$ cat config.mk
export PLATFORM = sky130hd
export DESIGN_NAME = cnn_frame_ctrl
export DESIGN_NICKNAME = d
export VERILOG_FILES = /design/src/rtl/cnn_pkg.sv /design/src/rtl/cnn_frame_counter.sv /design/src/rtl/cnn_frame_ctrl.sv
export SDC_FILE = /design/constraint.sdc
export NUM_CORES = 1
export LEC_CHECK = 0
export CAP_MARGIN = 20
export CORE_UTILIZATION = 50
export DETAILED_ROUTE_END_ITERATION = 10
export GPL_TIMING_DRIVEN = 1
export HOLD_SLACK_MARGIN = 0.08
export PLACE_DENSITY_LB_ADDON = 0.08
export SLEW_MARGIN = 20
export SYNTH_ARGS = -nofsm -noshare
export SYNTH_HDL_FRONTEND = slang
export SYNTH_HIERARCHICAL = 1
export SYNTH_SLANG_ARGS = --single-unit
$ cat constraint.sdc
create_clock -name clk -period 22.8 [get_ports clk]
set_input_delay 6.84 -clock clk [delete_from_list [all_inputs] [get_ports clk]]
set_output_delay 6.84 -clock clk [all_outputs]
set_load 0.005 [all_outputs]
$ cat src/rtl/cnn_pkg.sv
// Shared types and constants for the CNN frame sequencer.
package cnn_pkg;

  localparam int KSEL_WIDTH_DEF = 5;

  typedef enum logic [2:0] {
    IDLE,
    CLR,
    STREAM,
    DRAIN,
    DONE
  } state_e;

  localparam logic [KSEL_WIDTH_DEF-1:0] K_IDENTITY        = 5'd0;
  localparam logic [KSEL_WIDTH_DEF-1:0] K_GAUSSIAN_BLUR_1 = 5'd1;
  localparam logic [KSEL_WIDTH_DEF-1:0] K_GAUSSIAN_BLUR_2 = 5'd2;
  localparam logic [KSEL_WIDTH_DEF-1:0] K_SHARPEN         = 5'd3;
  localparam logic [KSEL_WIDTH_DEF-1:0] K_EDGE_DETECT     = 5'd4;

endpackage

$ cat src/rtl/cnn_frame_counter.sv
// Raster row/column counter: column returns to 0 after wrap_col, row advances on that wrap.
module cnn_frame_counter #(
  parameter int CW = 11,
  parameter int RW = 12
) (
  input  logic          clk,
  input  logic          rst_n,
  input  logic          clr,
  input  logic          inc,
  input  logic [CW-1:0] wrap_col,
  output logic [CW-1:0] col,
  output logic [RW-1:0] row
);

  logic [CW-1:0] col_q, col_d;
  logic [RW-1:0] row_q, row_d;

  always_comb begin
    col_d = col_q;
    row_d = row_q;
    if (clr) begin
      col_d = '0;
      row_d = '0;
    end else if (inc) begin
      if (col_q == wrap_col) begin
        col_d = '0;
        row_d = row_q + RW'(1);
      end else begin
        col_d = col_q + CW'(1);
      end
    end
  end

  always_ff @(posedge clk) begin
    if (!rst_n) begin
      col_q <= '0;
      row_q <= '0;
    end else begin
      col_q <= col_d;
      row_q <= row_d;
    end
  end

  assign col = col_q;
  assign row = row_q;

endmodule

$ cat src/rtl/cnn_frame_ctrl.sv
// Frame sequencer: validates config, clears the CNN, streams pixels in and
// tags convolution results with end-of-line / end-of-frame markers.
module cnn_frame_ctrl
  import cnn_pkg::*;
#(
  parameter int PIXEL_WIDTH   = 8,
  parameter int BUFFER_LENGTH = 2000,
  parameter int KERNEL_SIZE   = 3,
  parameter int ROW_WIDTH     = 12,
  parameter int KSEL_WIDTH    = KSEL_WIDTH_DEF,
  parameter int DRAIN_TIMEOUT = 64,
  localparam int CW           = $clog2(BUFFER_LENGTH)
) (
  input  logic                   clk,
  input  logic                   rst_n,
  input  logic                   start,
  input  logic [ROW_WIDTH-1:0]   cfg_rows,
  input  logic [CW-1:0]          cfg_cols,
  input  logic [KSEL_WIDTH-1:0]  cfg_kernel,
  output logic                   busy,
  output logic                   done,
  output logic                   error,
  input  logic [PIXEL_WIDTH-1:0] s_pixel,
  input  logic                   s_valid,
  output logic                   s_ready,
  output logic                   cnn_rst_n,
  output logic [PIXEL_WIDTH-1:0] cnn_in_point,
  output logic                   cnn_valid_in,
  output logic [CW-1:0]          cnn_frame_column_size,
  output logic [KSEL_WIDTH-1:0]  cnn_kernel_type,
  input  logic [PIXEL_WIDTH-1:0] cnn_conv_res,
  input  logic                   cnn_valid_out,
  output logic [PIXEL_WIDTH-1:0] m_pixel,
  output logic                   m_valid,
  output logic                   m_eol,
  output logic                   m_eof
);

  localparam int EW = ROW_WIDTH + CW;
  localparam int TW = $clog2(DRAIN_TIMEOUT + 1);
  localparam logic [ROW_WIDTH-1:0] K_R    = ROW_WIDTH'(KERNEL_SIZE);
  localparam logic [CW-1:0]        K_C    = CW'(KERNEL_SIZE);
  localparam logic [ROW_WIDTH-1:0] KM1_R  = ROW_WIDTH'(KERNEL_SIZE - 1);
  localparam logic [CW-1:0]        KM1_C  = CW'(KERNEL_SIZE - 1);
  localparam logic [CW:0]          BUF_LIM = (CW+1)'(BUFFER_LENGTH);

  state_e                 state_q, state_d;
  logic [ROW_WIDTH-1:0]   rows_q, rows_d;
  logic [CW-1:0]          cols_q, cols_d;
  logic [KSEL_WIDTH-1:0]  kern_q, kern_d;
  logic [EW-1:0]          expected_q, expected_d;
  logic [EW-1:0]          out_cnt_q, out_cnt_d;
  logic [TW-1:0]          to_cnt_q, to_cnt_d;
  logic                   busy_q, busy_d, done_q, done_d, error_q, error_d;
  logic                   s_ready_q, s_ready_d, cnn_rst_q, cnn_rst_d;
  logic                   vin_q, vin_d;
  logic [PIXEL_WIDTH-1:0] pt_q, pt_d, m_pix_q, m_pix_d;
  logic                   m_val_q, m_val_d, m_eol_q, m_eol_d, m_eof_q, m_eof_d;

  logic [CW-1:0]          in_col, out_col;
  logic [ROW_WIDTH-1:0]   in_row, out_row;
  logic [ROW_WIDTH-1:0]   win_rows;
  logic [CW-1:0]          win_cols;
  logic                   hs, res_acc, cfg_bad, in_last, cnt_clr;

  assign cnt_clr  = (state_q == CLR);
  assign hs       = s_valid && s_ready_q;
  assign res_acc  = (state_q == STREAM || state_q == DRAIN) && cnn_valid_out &&
                    (out_cnt_q != expected_q);
  assign in_last  = (in_col == cols_q - CW'(1)) && (in_row == rows_q - ROW_WIDTH'(1));
  assign cfg_bad  = (cfg_rows < K_R) || (cfg_cols < K_C) || ({1'b0, cfg_cols} > BUF_LIM);
  assign win_rows = cfg_rows - KM1_R;
  assign win_cols = cfg_cols - KM1_C;

  cnn_frame_counter #(.CW(CW), .RW(ROW_WIDTH)) u_in_cnt (
    .clk      (clk),
    .rst_n    (rst_n),
    .clr      (cnt_clr),
    .inc      (hs),
    .wrap_col (cols_q - CW'(1)),
    .col      (in_col),
    .row      (in_row)
  );

  cnn_frame_counter #(.CW(CW), .RW(ROW_WIDTH)) u_out_cnt (
    .clk      (clk),
    .rst_n    (rst_n),
    .clr      (cnt_clr),
    .inc      (res_acc),
    .wrap_col (cols_q - K_C),
    .col      (out_col),
    .row      (out_row)
  );

  always_comb begin
    state_d    = state_q;
    rows_d     = rows_q;
    cols_d     = cols_q;
    kern_d     = kern_q;
    expected_d = expected_q;
    out_cnt_d  = out_cnt_q;
    to_cnt_d   = '0;
    done_d     = 1'b0;
    error_d    = 1'b0;
    vin_d      = 1'b0;
    pt_d       = pt_q;
    m_pix_d    = m_pix_q;
    m_val_d    = 1'b0;
    m_eol_d    = 1'b0;
    m_eof_d    = 1'b0;

    if (cnt_clr) out_cnt_d = '0;

    if (res_acc) begin
      out_cnt_d = out_cnt_q + EW'(1);
      m_val_d   = 1'b1;
      m_pix_d   = cnn_conv_res;
      m_eol_d   = (out_col == cols_q - K_C);
      m_eof_d   = (out_cnt_q == expected_q - EW'(1)) && (out_row == rows_q - K_R);
    end

    case (state_q)
      IDLE: if (start) begin
        if (cfg_bad) begin
          error_d = 1'b1;
        end else begin
          rows_d     = cfg_rows;
          cols_d     = cfg_cols;
          kern_d     = cfg_kernel;
          expected_d = {{CW{1'b0}}, win_rows} * {{ROW_WIDTH{1'b0}}, win_cols};
          state_d    = CLR;
        end
      end
      CLR: state_d = STREAM;
      STREAM: if (hs) begin
        vin_d = 1'b1;
        pt_d  = s_pixel;
        if (in_last) state_d = DRAIN;
      end
      DRAIN: begin
        if (out_cnt_d == expected_q) begin
          state_d = DONE;
          done_d  = 1'b1;
        end else begin
          // idle-cycle watchdog; any CNN result restarts the count
          to_cnt_d = cnn_valid_out ? '0 : to_cnt_q + TW'(1);
          if (to_cnt_d == TW'(DRAIN_TIMEOUT)) begin
            error_d = 1'b1;
            done_d  = 1'b1;
            state_d = IDLE;
          end
        end
      end
      DONE:    state_d = IDLE;
      default: state_d = IDLE;
    endcase

    busy_d    = (state_d != IDLE);
    s_ready_d = (state_d == STREAM);
    cnn_rst_d = (state_d != CLR);
  end

  always_ff @(posedge clk) begin
    if (!rst_n) begin
      state_q    <= IDLE;
      rows_q     <= '0;
      cols_q     <= '0;
      kern_q     <= '0;
      expected_q <= '0;
      out_cnt_q  <= '0;
      to_cnt_q   <= '0;
      busy_q     <= 1'b0;
      done_q     <= 1'b0;
      error_q    <= 1'b0;
      s_ready_q  <= 1'b0;
      cnn_rst_q  <= 1'b1;
      vin_q      <= 1'b0;
      pt_q       <= '0;
      m_pix_q    <= '0;
      m_val_q    <= 1'b0;
      m_eol_q    <= 1'b0;
      m_eof_q    <= 1'b0;
    end else begin
      state_q    <= state_d;
      rows_q     <= rows_d;
      cols_q     <= cols_d;
      kern_q     <= kern_d;
      expected_q <= expected_d;
      out_cnt_q  <= out_cnt_d;
      to_cnt_q   <= to_cnt_d;
      busy_q     <= busy_d;
      done_q     <= done_d;
      error_q    <= error_d;
      s_ready_q  <= s_ready_d;
      cnn_rst_q  <= cnn_rst_d;
      vin_q      <= vin_d;
      pt_q       <= pt_d;
      m_pix_q    <= m_pix_d;
      m_val_q    <= m_val_d;
      m_eol_q    <= m_eol_d;
      m_eof_q    <= m_eof_d;
    end
  end

  assign busy                  = busy_q;
  assign done                  = done_q;
  assign error                 = error_q;
  assign s_ready               = s_ready_q;
  assign cnn_rst_n             = rst_n && cnn_rst_q;
  assign cnn_in_point          = pt_q;
  assign cnn_valid_in          = vin_q;
  assign cnn_frame_column_size = cols_q;
  assign cnn_kernel_type       = kern_q;
  assign m_pixel               = m_pix_q;
  assign m_valid               = m_val_q;
  assign m_eol                 = m_eol_q;
  assign m_eof                 = m_eof_q;

endmodule

==> summary.txt <==
Power and ir drop
  • Pleak: 6.30 nW
  • Pwr/cell area: 109 nW/um^2
  • VDD IR-drop max: 0.0000653 V
  • Net switching fraction of the power: 46.5%
  • Switching pwr: 0.804 mW
  • Part of the power in registers: 20.4%
  • Clock network power share: 17.2%
  • Comb pwr share: 62.4%
  • Pint: 0.924 mW

Critical path
  • Critical Path RT: 15.96 ns
  • CP endpoint kind: output port
  • CP Max Fanout: 19
  • Slowest stage delay, CP: 0.49 ns
  • Reg-to-reg startpoint: expected_q[3]
  • FF-to-FF setup slack: 18.23 ns
  • CP cell instances: clkdlybuf4s50_1 -> buf_4 -> and2_1 -> clkdlybuf4s50_1
  • WS Path Type: primary input to output port
  • CP startpoint kind: primary input
  • Arr. time, crit path: 8.19 ns
  • R2r endpoint: to_cnt_q[2]
  • R2R cell count: 11
  • Critical-path top delay cell: clkdlybuf4s50_1
  • Most common cell on crit path: clkdlybuf4s50_1

Global routing
  • Vias in the first global route: 11,484
  • Pin count of the biggest net entering global routing: 84
  • Total grt overflow: 0
  • All-Layer GR Usage: 26.1%
  • Initial antenna violation count: 1
  • Global-route wire length before repair: 59,800 um

Yosys
  • Synth Area in XOR/XNOR: 12.8%
  • Synth Area in Compound Gates: 11.7%
  • Synthesized instance count: 1,773
  • Mux contribution to synthesized area: 1.07%
  • Cell Area, Synth: 14,100 um^2
  • Syn Area/Cell: 7.95 um^2
  • Part of the Yosys area used for sequential elements: 22.0%
  • Adder-Cell Fraction of Synth Area: 19.3%
  • EDFF count, synth: 0
  • Syn nets: 1,986
  • Top FF cell, synth: dfxtp_1
  • Post-synth top cells: nand2_1, dfxtp_1, inv_1
  • Area contributors post-synth: dfxtp_1, fa_1, xnor2_1
  • Post-synth top area share: 22.0%
  • Async SR Flop Fraction: 0%
  • Area leader, netlist: dfxtp_1
  • Post-synthesis simple-gate area fraction: 26.2%
  • Register bit count reported by yosys: 155
  • Main combinational cell family by area after synthesis: simple AND/OR/NAND/NOR gates
  • Top-count cell post-synth: nand2_1
  • YS warnings: 6
  • Distinct cells, synth: 77

Timing
  • Max Freq: 0.0666 GHz
  • Worst clock skew: 0.0237 ns
  • Final period utilization: 65.9%
  • RSZ-0062 raised after global routing: no
  • Endpoints failing hold: 0
  • Crit path time final: 15.03 ns
  • Sum Neg Setup Slack: 0 ns
  • Slew HR: 27.6%
  • Hold_ws: 0.454 ns
  • Endpoints failing setup: 0
  • Fin. max-slew vios: 0
  • Pin slew with the least headroom to its limit: 1.08 ns

Placed design
  • Placed Area: 15,200 um^2
  • I/O Buffers: 89
  • Post-DP HPWL: 27,700 um
  • Final GP Congestion: 0.903

Routing
  • DR vias: 12,208
  • TritonRoute pass-1 iters: 7
  • Final WL: 36,300 um
  • Detailed Route Iter0 Violations: 826
  • Vias per inst: 5.59
  • DRC viols: 0
  • Antenna Nets Post-Route: 0
  • WL/cell: 16.6 um

Final layout
  • Share of post-route cells with drive strength above 1: 5.76%
  • P&R area growth vs syn: 12.0%
  • Antenna cells: 0
  • Multi-input logic area: 10,100 um^2
  • Register area: 3100 um^2
  • Final nets: 2,006
  • Fillers: 2,656
  • Final instance area: 15,800 um^2

Die
  • Die Span Y: 170 um
  • Core outline area: 27,800 um^2
  • Die ar.: 28,900 um^2
  • I/O pin total: 90
  • Initial core utilization: 50.7%
  • Row count: 61
  • Die width: 170 um

CTS
  • Root Driver: clkbuf_16
  • Clock slew at reported path FFs: 0.07 ns
  • Cts hold-fix bufs: 0
  • CTS tree: yes
  • H-Tree Level Count: 4
  • # resized after CTS: 0
  • # Post-CTS Setup Buffers: 0
  • Clk_lat worst skew: 0.44 ns
  • CTS Buffer Depth: 2
  • CTS Buf Count: 17
  • Clk sink count: 155

Min path
  • Hold Path Depth: 2
  • Min-delay src: m_pixel[2]
  • Worst hold path type: flop to flop
  • WHS Endpoint: m_pixel[2]

Run status
  • Status: completed

Job
  • Max-Cap Viols: 0
stage by stage:
step	util [%]	total power, mW	cells	worst slack, ns
detailed placement	54.5	1.43	2152	7.77
floorplan	-	1.19	1773	8.98
global route	56.8	1.90	2184	7.72
CTS	56.8	1.74	2184	7.76
global placement	54.5	1.42	2152	7.77
finish	56.8	1.73	2184	7.77
registers in the layout, summed over array words and instances, names as in the netlist, 7 cells and up:
register               cells
cnn_frame_column_size     11
u_out_cnt/row             12
out_cnt_q                 23
expected_q                23
rows_q                    12
u_out_cnt/col             11
to_cnt_q                   7
cnn_in_point               8
u_in_cnt/row              12
u_in_cnt/col              11
m_pixel                    8
layout by cell type (no fill, tap or decap), types with 39 or more instances in the layout:
cell type / count
ha_1: 75
xnor2_1: 123
inv_1: 147
o21ai_0: 39
nor3_1: 52
nor2_1: 147
a21oi_1: 115
clkdlybuf4s50_1: 89
nand3_1: 73
dfxtp_1: 155
fa_1: 89
nand2_1: 206
xor2_1: 80
layout make-up:
type                    instances  share of cell area (%)
multi-input cells            1372                    63.9
flip-flops and latches        155                    19.7
repair buffers                 97                    6.03
inverters                     150                    3.58
well taps                     378                    3.00
clock buffers                  17                    2.70
clock inverters                15                    1.19
worst max-delay path, delay by kind of cell:
family | cells | cell delay [ns]
buffers and inverters | 3 | 1.19
and+or+nand+nor | 1 | 0.16
power by group through the flow:
stage                     registers (mW)  logic [mW]  clock network [mW]
after floorplan                    0.324       0.870                   0
after CTS                          0.352        1.08               0.304
after detailed placement           0.358        1.07                   0
final                              0.353        1.08               0.296
after global placement             0.357        1.06                   0
after global routing               0.359        1.23               0.314
logic make-up after synthesis:
group	Yosys count
AOI/OAI and AO/OA	263
xor gates and xnor gates	206
adders and majority gates	164
buffers and inverters	246
DFF	155
muxes	15
and+or+nand+nor	724
metal layers:
layer / vias to the layer above / track usage [%] / wire length [um]
met1: 5814 / 36.9 / 17300
met4: 0 / 7.21 / 632
li1: 6002 / - / -
met5: - / 0 / 0
met2: 353 / 40.8 / 16200
met3: 39 / 4.21 / 2200
how the worst max path moves through the flow:
| stage | start | endpoint | slack, ns | cells after the start |
|---|---|---|---|---|
| 6_report | rst_n | cnn_rst_n | 7.77 | 4 |
| 5_1_grt | rst_n | cnn_rst_n | 7.72 | 4 |
| 4_1_cts | rst_n | cnn_rst_n | 7.76 | 4 |
| 3_5_place_dp | rst_n | cnn_rst_n | 7.77 | 4 |
| 3_3_place_gp | rst_n | cnn_rst_n | 7.77 | 4 |
| 2_1_floorplan | rst_n | cnn_rst_n | 8.98 | 1 |
(Power assumes the default switching activity.)
==> patch (same settings) <==
Remove the register `error_q`: a continuous assignment takes its place, so the output `error` follows one clock earlier.
--- a/src/rtl/cnn_frame_ctrl.sv
+++ b/src/rtl/cnn_frame_ctrl.sv
@@ -171,7 +171,6 @@
       to_cnt_q   <= '0;
       busy_q     <= 1'b0;
       done_q     <= 1'b0;
-      error_q    <= 1'b0;
       s_ready_q  <= 1'b0;
       cnn_rst_q  <= 1'b1;
       vin_q      <= 1'b0;
@@ -190,7 +189,6 @@
       to_cnt_q   <= to_cnt_d;
       busy_q     <= busy_d;
       done_q     <= done_d;
-      error_q    <= error_d;
       s_ready_q  <= s_ready_d;
       cnn_rst_q  <= cnn_rst_d;
       vin_q      <= vin_d;
@@ -201,6 +199,8 @@
       m_eof_q    <= m_eof_d;
     end
   end
+
+  assign error_q = error_d;
 
   assign busy                  = busy_q;
   assign done                  = done_q;
Formal check against the unedited RTL: not equivalent (Yosys sat finds a counterexample within 4 cycles, from zero or initial values and one cycle with rst_n low).
==> patch against the original RTL <==
Wire length increased by 8.8%; total power increased by 3.4%; cell area increased by 2.5%; critical path depth increased by 7; register-to-register slack got worse by 0.17 ns; via count increased by 5.7%; sequential cell count decreased by 1; synthesized area increased by 2.7%; setup slack got worse by 2.9 ns; critical path type unchanged; largest power group unchanged.
==> patch: results (changes against the original RTL) <==
The tools report the largest net degree at the start of global routing as 55 (-35%). The initial antenna violation count was 0 (-1); the count of TritonRoute iterations in the first routing pass was 6 (-1). The pre-CTS setup slack came out at 4.896 ns (-2.874 ns). The worst voltage drop across the vdd grid came out at 0.00007173 V (+9.8%). The commonest cells after synthesis are sky130_fd_sc_hd__nand2_1 (219), sky130_fd_sc_hd__dfxtp_1 (154), sky130_fd_sc_hd__inv_1 (152). The weighted congestion reported at the end of routability-driven placement is 0.9142 (+1.3%), and the wire length of the first global-routing pass is 62.99 mm (+5.3%). The global-route usage over all layers was 0.2721 (+0.01151); the via count was 12900 (+5.7%). For the worst-case clock skew, the log shows 0.01574 ns (-0.008006 ns).

The tools report the number of inserted filler cells in the final layout as 2678 (+0.83%). The worst hold path begins at m_pixel[2]$_SDFFE_PN0P_. The number of global-route vias before repair came out at 11920 (+3.8%). The arrival time at the worst endpoint was 11.12 ns (+2.93 ns). The tools report the detailed router's first-iteration violation count as 1017 (+23%). The start point of the critical path is cnn_valid_out. The average wire per standard cell was 17.52 um (+5.5%); the total congestion overflow after global routing was 0 (unchanged).

The worst hold path terminates at m_pixel[2]$_SDFFE_PN0P_. The fraction of power spent switching nets was 0.4531 (-0.01228). The tools report the post-route worst setup slack as 4.837 ns (-2.937 ns). Sorting the synthesized cells by area gives the leading types as sky130_fd_sc_hd__dfxtp_1 (21%), sky130_fd_sc_hd__fa_1 (12%), sky130_fd_sc_hd__xnor2_1 (7.6%), sky130_fd_sc_hd__ha_1 (6.5%), sky130_fd_sc_hd__nand2_1 (5.7%).

The run finished with clean final reports. Final net count: 2073 (+3.3%). The maximum fanout encountered on the critical timing path is 33 (+14). The leakage component of the power was 6.386 nW (+1.3%); the fraction of final layout cells with drive strength greater than 1 was 0.05232 (-0.005263). The capture point of the worst reg-to-reg path was to_cnt_q[1]$_SDFF_PP0_. Number of buffers on the longest clock path: 2 (unchanged). On the critical path the largest part of the delay comes from simple AND/OR/NAND/NOR gates.

Class of the tightest hold or removal check: reg2reg. The run gives 30.03 mm (+8.5%) as the sum of net half-perimeters after detailed placement. On the critical path, the stage with the largest delay is an instance of sky130_fd_sc_hd__and3b_1. The endpoint of the worst setup timing path is error. The run gives 0.2461 (-0.03007) as the headroom to the max-slew limit. The run gives 0 (unchanged) as the number of gates resized after cts. The fraction of the yosys area taken by sequential cells is 0.2131 (-0.007094), and the internal reg-to-reg setup slack is 18.06 ns (-0.17 ns). The worst register-to-register path begins at out_cnt_q[0]$_SDFF_PN0_. The longest individual stage delay on the worst path was 0.59 ns (+0.10 ns).
-- patch: layer usage --
metal | GRT usage | wire (um)
met4 | 0.07541 | 641
met3 | 0.05241 | 2735
met1 | 0.3901 | 18900
met5 | 0 | 0
met2 | 0.4137 | 17170
-- patch: layout make-up --
cell class | instances | area [um2] | area share
well taps | 378 | 473.0 | 0.02924
flip-flops and latches | 154 | 3083 | 0.1906
clock inverters | 12 | 210.2 | 0.01300
repair buffers | 100 | 973.4 | 0.06019
clock buffers | 20 | 456.7 | 0.02824
inverters | 153 | 574.3 | 0.03551
multi-input cells | 1434 | 10400 | 0.6432
-- patch: worst min-delay path: cells and delay by family (launching register included) --
family           cells  cell delay, ns
AND/OR/NAND/NOR      1            0.05
AO/OA/AOI/OAI        1            0.05
flip-flops           1            0.31
-- patch: logic make-up (layout without fill, tap and decap cells) --
logic type	count (synthesis)	in the layout	synth area share
muxes	20	20	0.01461
and+or+nand+nor	767	767	0.2704
adders and majority gates	164	164	0.1880
buffers and inverters	258	285	0.06926
DFF	154	154	0.2131
xor gates and xnor gates	211	211	0.1293
AOI/OAI and AO/OA	272	272	0.1154
-- patch: per-stage QoR --
step	utilization	hold WS [ns]	power, mW	instances	instance area (um2)
finish	0.5743	0.4554	1.786	2251	16170
global route	0.5743	0.4846	1.953	2251	16170
CTS	0.5738	0.4574	1.793	2251	16160
detailed placement	0.5501	0.4483	1.457	2219	15490
global placement	0.5501	0.4402	1.450	2219	15490
floorplan	-	0.4527	1.217	1846	14470
-- patch: power groups by stage --
stage / clock (mW) / combinational (mW) / sequential [mW]
CTS: 0.331 / 1.11 / 0.351
floorplan: 0 / 0.896 / 0.322
finish: 0.326 / 1.11 / 0.353
detailed placement: 0 / 1.10 / 0.357
global placement: 0 / 1.09 / 0.356
global route: 0.342 / 1.25 / 0.358
